`config.mk`:
```
export PLATFORM = sky130hd
export DESIGN_NAME = fifo_wr_ctrl
export DESIGN_NICKNAME = d
export VERILOG_FILES = /design/src/rtl/fifo_wr_ctrl.sv
export SDC_FILE = /design/constraint.sdc
export NUM_CORES = 1
export LEC_CHECK = 0
export BUFFER_PORTS_ARGS = -buffer_cell sky130_fd_sc_hd__buf_2
export CORE_MARGIN = 4
export CORE_UTILIZATION = 41
export CTS_CLUSTER_DIAMETER = 150
export DETAILED_ROUTE_END_ITERATION = 8
export GPL_ROUTABILITY_DRIVEN = 0
export PLACE_DENSITY_LB_ADDON = 0.05
export RECOVER_POWER = 100
export SYNTH_ARGS = -nofsm -noshare
export SYNTH_HDL_FRONTEND = slang
export SYNTH_SLANG_ARGS = --single-unit
```
`constraint.sdc`:
```
create_clock -name w_clk -period 3.6 [get_ports w_clk]
set_input_delay 0.36 -clock w_clk [delete_from_list [all_inputs] [get_ports w_clk]]
set_output_delay 0.36 -clock w_clk [all_outputs]
set_load 0.005 [all_outputs]
```
`src/rtl/fifo_wr_ctrl.sv`:
```
// Write-domain pointer, flag and overflow-statistics controller for the async FIFO.
// The read pointer is synchronized in as Gray; full and level may lag reads but never understate occupancy.
module fifo_wr_ctrl #(
  parameter int PTR_WIDTH     = 8,
  parameter int DEPTH         = 256,
  parameter int AF_THRESH     = 240,
  parameter int SYNC_STAGES   = 2,
  parameter int ERR_CNT_WIDTH = 16
) (
  input  logic                     w_clk,
  input  logic                     wrst_n,
  input  logic                     w_en,
  input  logic [PTR_WIDTH:0]       g_rptr,
  input  logic                     err_clr,
  output logic [PTR_WIDTH:0]       b_wptr,
  output logic [PTR_WIDTH:0]       g_wptr,
  output logic                     full,
  output logic                     almost_full,
  output logic [PTR_WIDTH:0]       wr_level,
  output logic                     wr_ack,
  output logic                     overflow_sticky,
  output logic [ERR_CNT_WIDTH-1:0] overflow_cnt
);

  localparam int PW     = PTR_WIDTH + 1;
  localparam int AF_LIM = (AF_THRESH > DEPTH) ? DEPTH : AF_THRESH;
  localparam logic [PW-1:0]            AF_VAL  = PW'(AF_LIM);
  localparam logic [ERR_CNT_WIDTH-1:0] CNT_MAX = {ERR_CNT_WIDTH{1'b1}};
  localparam logic [ERR_CNT_WIDTH-1:0] CNT_ONE = {{(ERR_CNT_WIDTH-1){1'b0}}, 1'b1};

  function automatic logic [PW-1:0] gray2bin(input logic [PW-1:0] g);
    logic [PW-1:0] b;
    b[PW-1] = g[PW-1];
    for (int i = PW - 2; i >= 0; i--) begin
      b[i] = b[i+1] ^ g[i];
    end
    return b;
  endfunction

  logic [PW-1:0]            r_b_wptr;
  logic [PW-1:0]            r_g_wptr;
  logic                     r_full;
  logic                     r_almost_full;
  logic [PW-1:0]            r_wr_level;
  logic                     r_wr_ack;
  logic                     r_ovf_sticky;
  logic [ERR_CNT_WIDTH-1:0] r_ovf_cnt;
  logic [PW-1:0]            r_rq [SYNC_STAGES];

  logic                     w_push;
  logic                     w_ovf;
  logic [PW-1:0]            w_b_wnext;
  logic [PW-1:0]            w_g_wnext;
  logic [PW-1:0]            w_rq_s;
  logic [PW-1:0]            w_rbin;
  logic [PW-1:0]            w_level;
  logic [PW-1:0]            w_full_cmp;

  assign w_push     = w_en & ~r_full;
  assign w_ovf      = w_en & r_full;
  assign w_b_wnext  = r_b_wptr + {{(PW-1){1'b0}}, w_push};
  assign w_g_wnext  = w_b_wnext ^ (w_b_wnext >> 1);
  assign w_rq_s     = r_rq[SYNC_STAGES-1];
  assign w_rbin     = gray2bin(w_rq_s);
  assign w_level    = w_b_wnext - w_rbin;
  // Full when the next write pointer is exactly one lap ahead of the synchronized read pointer.
  assign w_full_cmp = {~w_rq_s[PW-1:PW-2], w_rq_s[PW-3:0]};

  // Read-pointer synchronizer: plain flop chain, no logic on g_rptr before the last stage.
  always_ff @(posedge w_clk or negedge wrst_n) begin
    if (!wrst_n) begin
      for (int i = 0; i < SYNC_STAGES; i++) begin
        r_rq[i] <= {PW{1'b0}};
      end
    end else begin
      r_rq[0] <= g_rptr;
      for (int i = 1; i < SYNC_STAGES; i++) begin
        r_rq[i] <= r_rq[i-1];
      end
    end
  end

  // Write pointers, flags, level and acknowledge.
  always_ff @(posedge w_clk or negedge wrst_n) begin
    if (!wrst_n) begin
      r_b_wptr      <= {PW{1'b0}};
      r_g_wptr      <= {PW{1'b0}};
      r_full        <= 1'b0;
      r_almost_full <= 1'b0;
      r_wr_level    <= {PW{1'b0}};
      r_wr_ack      <= 1'b0;
    end else begin
      r_b_wptr      <= w_b_wnext;
      r_g_wptr      <= w_g_wnext;
      r_full        <= (w_g_wnext == w_full_cmp);
      r_almost_full <= (w_level >= AF_VAL);
      r_wr_level    <= w_level;
      r_wr_ack      <= w_push;
    end
  end

  // Overflow statistics; a clear wins over a same-cycle rejected write.
  always_ff @(posedge w_clk or negedge wrst_n) begin
    if (!wrst_n) begin
      r_ovf_sticky <= 1'b0;
      r_ovf_cnt    <= {ERR_CNT_WIDTH{1'b0}};
    end else if (err_clr) begin
      r_ovf_sticky <= 1'b0;
      r_ovf_cnt    <= {ERR_CNT_WIDTH{1'b0}};
    end else if (w_ovf) begin
      r_ovf_sticky <= 1'b1;
      if (r_ovf_cnt != CNT_MAX) begin
        r_ovf_cnt <= r_ovf_cnt + CNT_ONE;
      end
    end
  end

  assign b_wptr          = r_b_wptr;
  assign g_wptr          = r_g_wptr;
  assign full            = r_full;
  assign almost_full     = r_almost_full;
  assign wr_level        = r_wr_level;
  assign wr_ack          = r_wr_ack;
  assign overflow_sticky = r_ovf_sticky;
  assign overflow_cnt    = r_ovf_cnt;

endmodule

```
==> results of run 1 <==
## through the flow
| step | worst slack (ps) | total power (uW) | instance area [um2] |
|---|---|---|---|
| after floorplan | 146.0 | 1705 | 2924 |
| after global routing | -184.3 | 2956 | 3602 |
| after detailed placement | 42.50 | 2055 | 3368 |
| after global placement | 86.44 | 2051 | 3368 |
| after CTS | 5.528 | 2754 | 3596 |
| final | 8.016 | 2732 | 3602 |
## kinds of logic after synthesis
family                   count (synthesis)
AO/OA/AOI/OAI                           27
XOR/XNOR                                50
adder cells (fa/ha/maj)                 12
buffers and inverters                   19
flip-flops                              64
multiplexers                             2
AND/OR/NAND/NOR                         73
## cell type report
class	count	area, um2	area share [%]
inverters	13	48.80	1.355
multi-input cells	164	1251	34.73
clock inverters	3	65.06	1.806
repair buffers	73	360.3	10.00
clock buffers	12	155.1	4.307
flip-flops and latches	64	1602	44.46
well taps	96	120.1	3.334
## metal layers
layer / share of wire [%] / up-vias
met5: 0 / -
met4: 1.5 / 0
met3: 4.5 / 9
met2: 44 / 47
met1: 50 / 940
li1: - / 987
## power by group through the flow
stage | Combinational, uW | Sequential (uW) | Clock (uW)
finish | 1090 | 960 | 680
global route | 1240 | 982 | 737
detailed placement | 1080 | 976 | 0
global placement | 1080 | 971 | 0
floorplan | 732 | 973 | 0
CTS | 1090 | 963 | 700
## synthesized netlist by cell type (all sizes together), types with 2 or more instances
master  instances
nand2           8
mux2i           2
xnor3           2
nand4           5
nand3          13
a21oi           5
xnor2          25
o31a            3
and4            3
o211ai          2
nor2           26
clkbuf          3
buf             3
ha             11
nor3            4
and3            5
nor2b           3
o21ai           4
a41oi           2
dfrtp          64
xor2           23
inv            13
o21a            6
or3             3
and2            2
## timing repair
item / CTS / global route
endpoints found under the hold margin: 0 / 0
pin swaps: 1 / 4
endpoints found under the setup margin: 1 / 2
hold buffers: 0 / 0
setup buffers: 1 / 5
resized for setup: 0 / 4
## path summary, 6_finish.rpt
check	startpoint	end	cells past startpoint	slack, ps
max	w_rq_s[6]	almost_full	15	8
min	g_rptr[8]	r_rq[17]	1	130
max reg2reg	w_rq_s[6]	almost_full	15	8
min reg2reg	r_rq[14]	w_rq_s[5]	0	340
max in group asynchronous	wrst_n	r_rq[13]	2	1720
min in group asynchronous	wrst_n	wr_level[7]	1	310
## registers in the layout (all words and copies together), names as in the netlist
| register | count |
|---|---|
| almost_full | 1 |
| wr_ack | 1 |
| g_wptr | 8 |
| full | 1 |
| overflow_cnt | 16 |
| w_rq_s | 9 |
| b_wptr | 9 |
| overflow_sticky | 1 |
| wr_level | 9 |
| r_rq | 9 |
==> results.py, run 1 <==
metrics = {
    "finish": {
        "instances_no_fill": 425,
        "utilization_pct": 52.44,
        "nNetsFinal": 350,
        "area_delta_synth_final_pct": 23.19,
        "n_antenna_cell": 0,
        "mostFrequentLayoutCells": "dfrtp_1, buf_2, nor2_1",
        "fillers": 638,
        "final_common_cell": "dfrtp_1",
        "drive_above_1_share_pct": 22.49,
    },
    "grt": {
        "grt_pass1_vias": 1960,
        "grt_use_met3_pct": 4.305,
        "grt_remaining_overflow": 0,
        "grt_max_degree": 40,
        "antenna_found_initial": 0,
        "grt_use_met2_pct": 19.94,
        "grt.busiest_layer": "met1",
        "grt_pass1_wl_mm": 9.701,
        "grt_use_total_pct": 14.74,
        "use_met1_pct": 21.73,
    },
    "logic_synthesis": {
        "synth_compound_area_share_pct": 6.590,
        "synth-xor-area-share_pct": 17.29,
        "synth-simple-area-share_pct": 12.54,
        "synth_top_area_share_pct": 54.77,
        "yosys.cell_types.count": 37,
        "synthArstFlopShare_pct": 100.0,
        "synth_enable_flop_cells": 0,
        "synth_mux_area_share_pct": 0.6846,
        "yosysTopAreaCell": "dfrtp_1",
        "seq_area_frac_synth_pct": 54.77,
        "synth.net_count": 272,
        "syn_area_mm2": 0.002924,
        "synthTopCellsByArea": "dfrtp_1, xor2_1, xnor2_1",
        "synthAdderAreaFrac_pct": 5.392,
        "ys_seq_elements": 64,
        "avgSynthCellArea_um2": 11.84,
        "netlist_instances": 247,
        "ys.flop_type": "dfrtp_1",
        "synth_top_family_by_area": "XOR/XNOR gates",
        "ys_warn_count": 0,
    },
    "drt": {
        "drt-pass1-iter-count": 4,
        "drt_iter0_drc": 76,
        "num_vias": 1983,
        "drt-total-wl_mm": 5.770,
        "antenna_left": 0,
        "via_per_inst": 4.666,
        "drcViolationCount": 0,
        "wl_per_cell_um": 13.58,
    },
    "pwr": {
        "peakVddDrop_mv": 0.3111,
        "netSwitchingFraction_pct": 33.47,
        "power.switching_uw": 914.5,
        "seqPwrFrac_pct": 35.1,
        "power.density_mw_per_mm2": 758.4,
        "p_leak_uw": 0.001687,
        "comb_power_share_pct": 40.0,
        "p_int_uw": 1818,
        "clockPowerShare_pct": 24.9,
    },
    "floorplanning": {
        "die_w_um": 92.45,
        "dieArea_mm2": 0.008547,
        "initial_core_util_pct": 42.57,
        "die_h_um": 92.45,
        "core_area_mm2": 0.006869,
        "core.rowCount": 30,
        "io_pins": 60,
    },
    "cts": {
        "clock_latency_ps": 340,
        "cts_tree": "done",
        "cts_made_buffers": 9,
        "root_buffer": "clkbuf_8",
        "clk_pin_slew_ps": 70,
        "htreeDepth": 3,
        "cts_sinks": 64,
        "clockBufferDepth": 2,
    },
    "setup_path": {
        "cp_max_fo": 3,
        "crit_type": "reg -> reg",
        "cpPeakStageDelay_ps": 480,
        "cp-end-kind": "flip-flop",
        "crit_chain": "xnor3_2, xor2_4, xnor2_2, xnor3_2, xnor2_2, inv_2, xnor2_2, ha_2, fa_2, nor2b_1, o31a_1, o31a_1, o21a_1, or3_4, o211ai_1",
        "crit_buf_inv": 1,
        "worstPathRequired_ps": 3850,
        "cp_top_family": "XOR/XNOR gates",
        "worst_path_max_delay_cell": "xnor3_2",
        "worst_ep_arrival_time_ps": 3840,
        "cpMostUsedCell": "xnor2_2",
        "startpoint_type": "flip-flop",
    },
    "placed_design": {
        "dp_cells": 404,
        "hpwl_mm": 4.264,
        "port_buffers": 59,
    },
    "flow_run": {
        "drv_cap": 0,
    },
    "timing": {
        "worst_pin_slew_ps": 1325,
        "clock_skew_ps": 8.693,
        "fin_crit_sh_pct": 99.78,
        "finalHoldViolCount": 0,
        "slew_headroom_pct": 11.65,
        "period_minus_slack_ps": 3592,
        "rsz0062_at_grt": "true",
        "hold_ws_ps": 126.8,
        "finalSetupViolCount": 0,
        "fmaxAchievable_mhz": 278.4,
        "tns_ps": 0,
        "maxSlewViolCount": 0,
    },
    "outcome": {
        "status": "finished clean",
    },
    "hold_path": {
        "holdCritPathClass": "in -> reg",
    },
}
Note: power is estimated with default switching activity, not from simulation.
==> run 2, diff against run 1 <==
Settings changed: CELL_PAD_IN_SITES_DETAIL_PLACEMENT from default to 1, CELL_PAD_IN_SITES_GLOBAL_PLACEMENT from default to 2, CORE_UTILIZATION 41 to 32.
==> run 2 against run 1 <==
  * The flow now finishes with violations (setup timing)
  * Combinational power hardly changed
  * Clock skew is 1.5 ps lower
  * Via count is 2.6% higher
  * Non-clock buffer count is 1 lower
  * Sequential cell count stayed put
  * Routed wire length is 14% higher
  * Maximum frequency is 0.35% lower
==> results.py, run 2 (synthesized netlist as in run 1, its figures left out) <==
metrics = {
    "drt": {
        "drt-total-wl_mm": 6.571,
        "drt-pass1-iter-count": 4,
        "drcViolationCount": 0,
        "num_vias": 2034,
        "drt_iter0_drc": 50,
        "via_per_inst": 4.654,
        "wl_per_cell_um": 15.04,
        "antenna_left": 0,
    },
    "floorplanning": {
        "dieArea_mm2": 0.01073,
        "core.rowCount": 34,
        "die_h_um": 103.6,
        "io_pins": 60,
        "initial_core_util_pct": 33.21,
        "die_w_um": 103.6,
        "core_area_mm2": 0.008806,
    },
    "outcome": {
        "violations": "setup timing",
        "status": "complete, but fails checks",
    },
    "pwr": {
        "peakVddDrop_mv": 0.3200,
        "power.density_mw_per_mm2": 764.3,
        "p_leak_uw": 0.001663,
    },
    "finish": {
        "largest_reg_flops": 16,
        "nNetsFinal": 349,
        "n_antenna_cell": 0,
        "fin_area_mm2": 0.003618,
        "final_common_cell": "dfrtp_1",
        "mostFrequentLayoutCells": "dfrtp_1, buf_2, clkbuf_1",
        "drive_above_1_share_pct": 20.97,
        "fillers": 997,
        "area_delta_synth_final_pct": 23.75,
        "area.sequential_mm2": 0.001602,
        "multi_input_area_mm2": 0.001259,
    },
    "setup_path": {
        "worst_ep_arrival_time_ps": 3860,
        "reg2reg_from": "w_rq_s[8]",
        "crit_type": "reg -> reg",
        "reg2reg_slack_ps": -4,
        "timing.rr.end": "almost_full",
        "cpMostUsedCell": "xnor2_2",
        "crit_chain": "xnor3_2, xor2_4, xnor2_2, xnor3_2, xnor2_2, inv_2, xnor2_2, ha_2, fa_2, nor2b_2, o31a_1, o31a_1, o21a_1, or3_4, o211ai_1",
        "crit_buf_inv": 1,
        "cp-end-kind": "flip-flop",
        "r2r_cells": 15,
        "worstPathRequired_ps": 3860,
        "cp_top_family": "XOR/XNOR gates",
        "startpoint_type": "flip-flop",
        "cp_max_fo": 3,
        "crit_start": "w_rq_s[8]",
        "worst_path_max_delay_cell": "xnor3_2",
        "cpPeakStageDelay_ps": 480,
    },
    "placed_design": {
        "hpwl_mm": 4.895,
        "pre_cts_slack_ps": 26.22,
        "port_buffers": 59,
        "placed_area_mm2": 0.003398,
    },
    "hold_path": {
        "holdPathStages": 1,
        "min_from": "g_rptr[4]",
        "holdPathEnd": "r_rq[13]",
        "holdCritPathClass": "in -> reg",
    },
    "timing": {
        "clock_skew_ps": 7.159,
        "fmaxAchievable_mhz": 277.4,
        "maxSlewViolCount": 0,
        "worst_pin_slew_ps": 1208,
        "fin_crit_sh_pct": 100.1,
        "tns_ps": -4.432,
        "slew_headroom_pct": 19.47,
        "period_minus_slack_ps": 3604,
        "finalSetupViolCount": 1,
        "finalHoldViolCount": 0,
        "rsz0062_at_grt": "true",
        "setup_slack_ps": -4.432,
    },
    "grt": {
        "grt_pass1_wl_mm": 11.52,
        "antenna_found_initial": 0,
        "grt_remaining_overflow": 0,
        "grt_pass1_vias": 2251,
        "grt_max_degree": 43,
        "grt_use_total_pct": 13.45,
    },
    "flow_run": {
        "drv_cap": 0,
    },
    "cts": {
        "htreeDepth": 3,
        "root_buffer": "clkbuf_8",
        "clock_latency_ps": 340,
        "clk_pin_slew_ps": 80,
        "cts_made_buffers": 9,
        "cts_tree": "done",
        "cts_sinks": 64,
        "clockBufferDepth": 2,
    },
}
[run 2: cell count changes in the layout (fill, tap and decap cells not counted), moves of 2 or more]
| cell | change |
|---|---|
| clkinvlp_4 | +2 |
| clkbuf_1 | +7 |
| clkinv_4 | +2 |
| buf_2 | -6 |
| buf_4 | -3 |
[run 2: stage by stage]
step | hold slack [ps] | util, % | std cells | power (uW)
3_5_place_dp | 336.5 | 38.59 | 418 | 2116
6_report | 119.3 | 41.09 | 437 | 2766
3_3_place_gp | 331.5 | 38.59 | 418 | 2107
5_1_grt | 86.12 | 41.09 | 437 | 3009
4_1_cts | 100.3 | 41.40 | 436 | 2845
2_1_floorplan | 64.41 | - | 247 | 1705
[run 2: metal layers]
metal / track usage (%) / part of all wire (%)
met1: 17.67 / 48
met2: 20.93 / 46
met3: 4.478 / 4.9
met4: 4.558 / 1.3
met5: 0 / 0
[run 2: worst max path at each step]
stage                     slack (ps)  depth (start not counted)          end
after floorplan                  150                         15  almost_full
final                             -4                         15  almost_full
after detailed placement          30                         15  almost_full
after global placement            90                         15  almost_full
after CTS                        -30                         15  almost_full
after global routing            -180                         15  almost_full
[run 2: worst reg2reg max path: cells and delay by family, from the launching register on]
family | cells | cell delay (ps)
fa+ha+maj | 2 | 430
compound gates | 4 | 830
simple gates | 2 | 380
flops | 1 | 350
buf+inv | 1 | 80
xor+xnor | 6 | 1450
[run 2: where the power goes]
part	total (uW)	internal, uW	switching (uW)	leakage, uW
clock network	702	411	291	0.000109
logic	1090	505	589	0.000767
registers	970	873	96.6	0.000787
[run 2: layout make-up]
| type | count | area share, % |
|---|---|---|
| clock buffers | 10 | 3.804 |
| multi-input cells | 164 | 34.79 |
| repair buffers | 72 | 9.509 |
| inverters | 13 | 1.349 |
| flip-flops and latches | 64 | 44.26 |
| well taps | 108 | 3.734 |
| clock inverters | 6 | 2.559 |
[run 2: timing repair]
item	in CTS	in global routing
buffers inserted	1	1
hold endpoints to repair	22	0
hold buffers	1	0
pin swaps	0	0
gates resized for setup	0	5
setup endpoints to repair	1	2
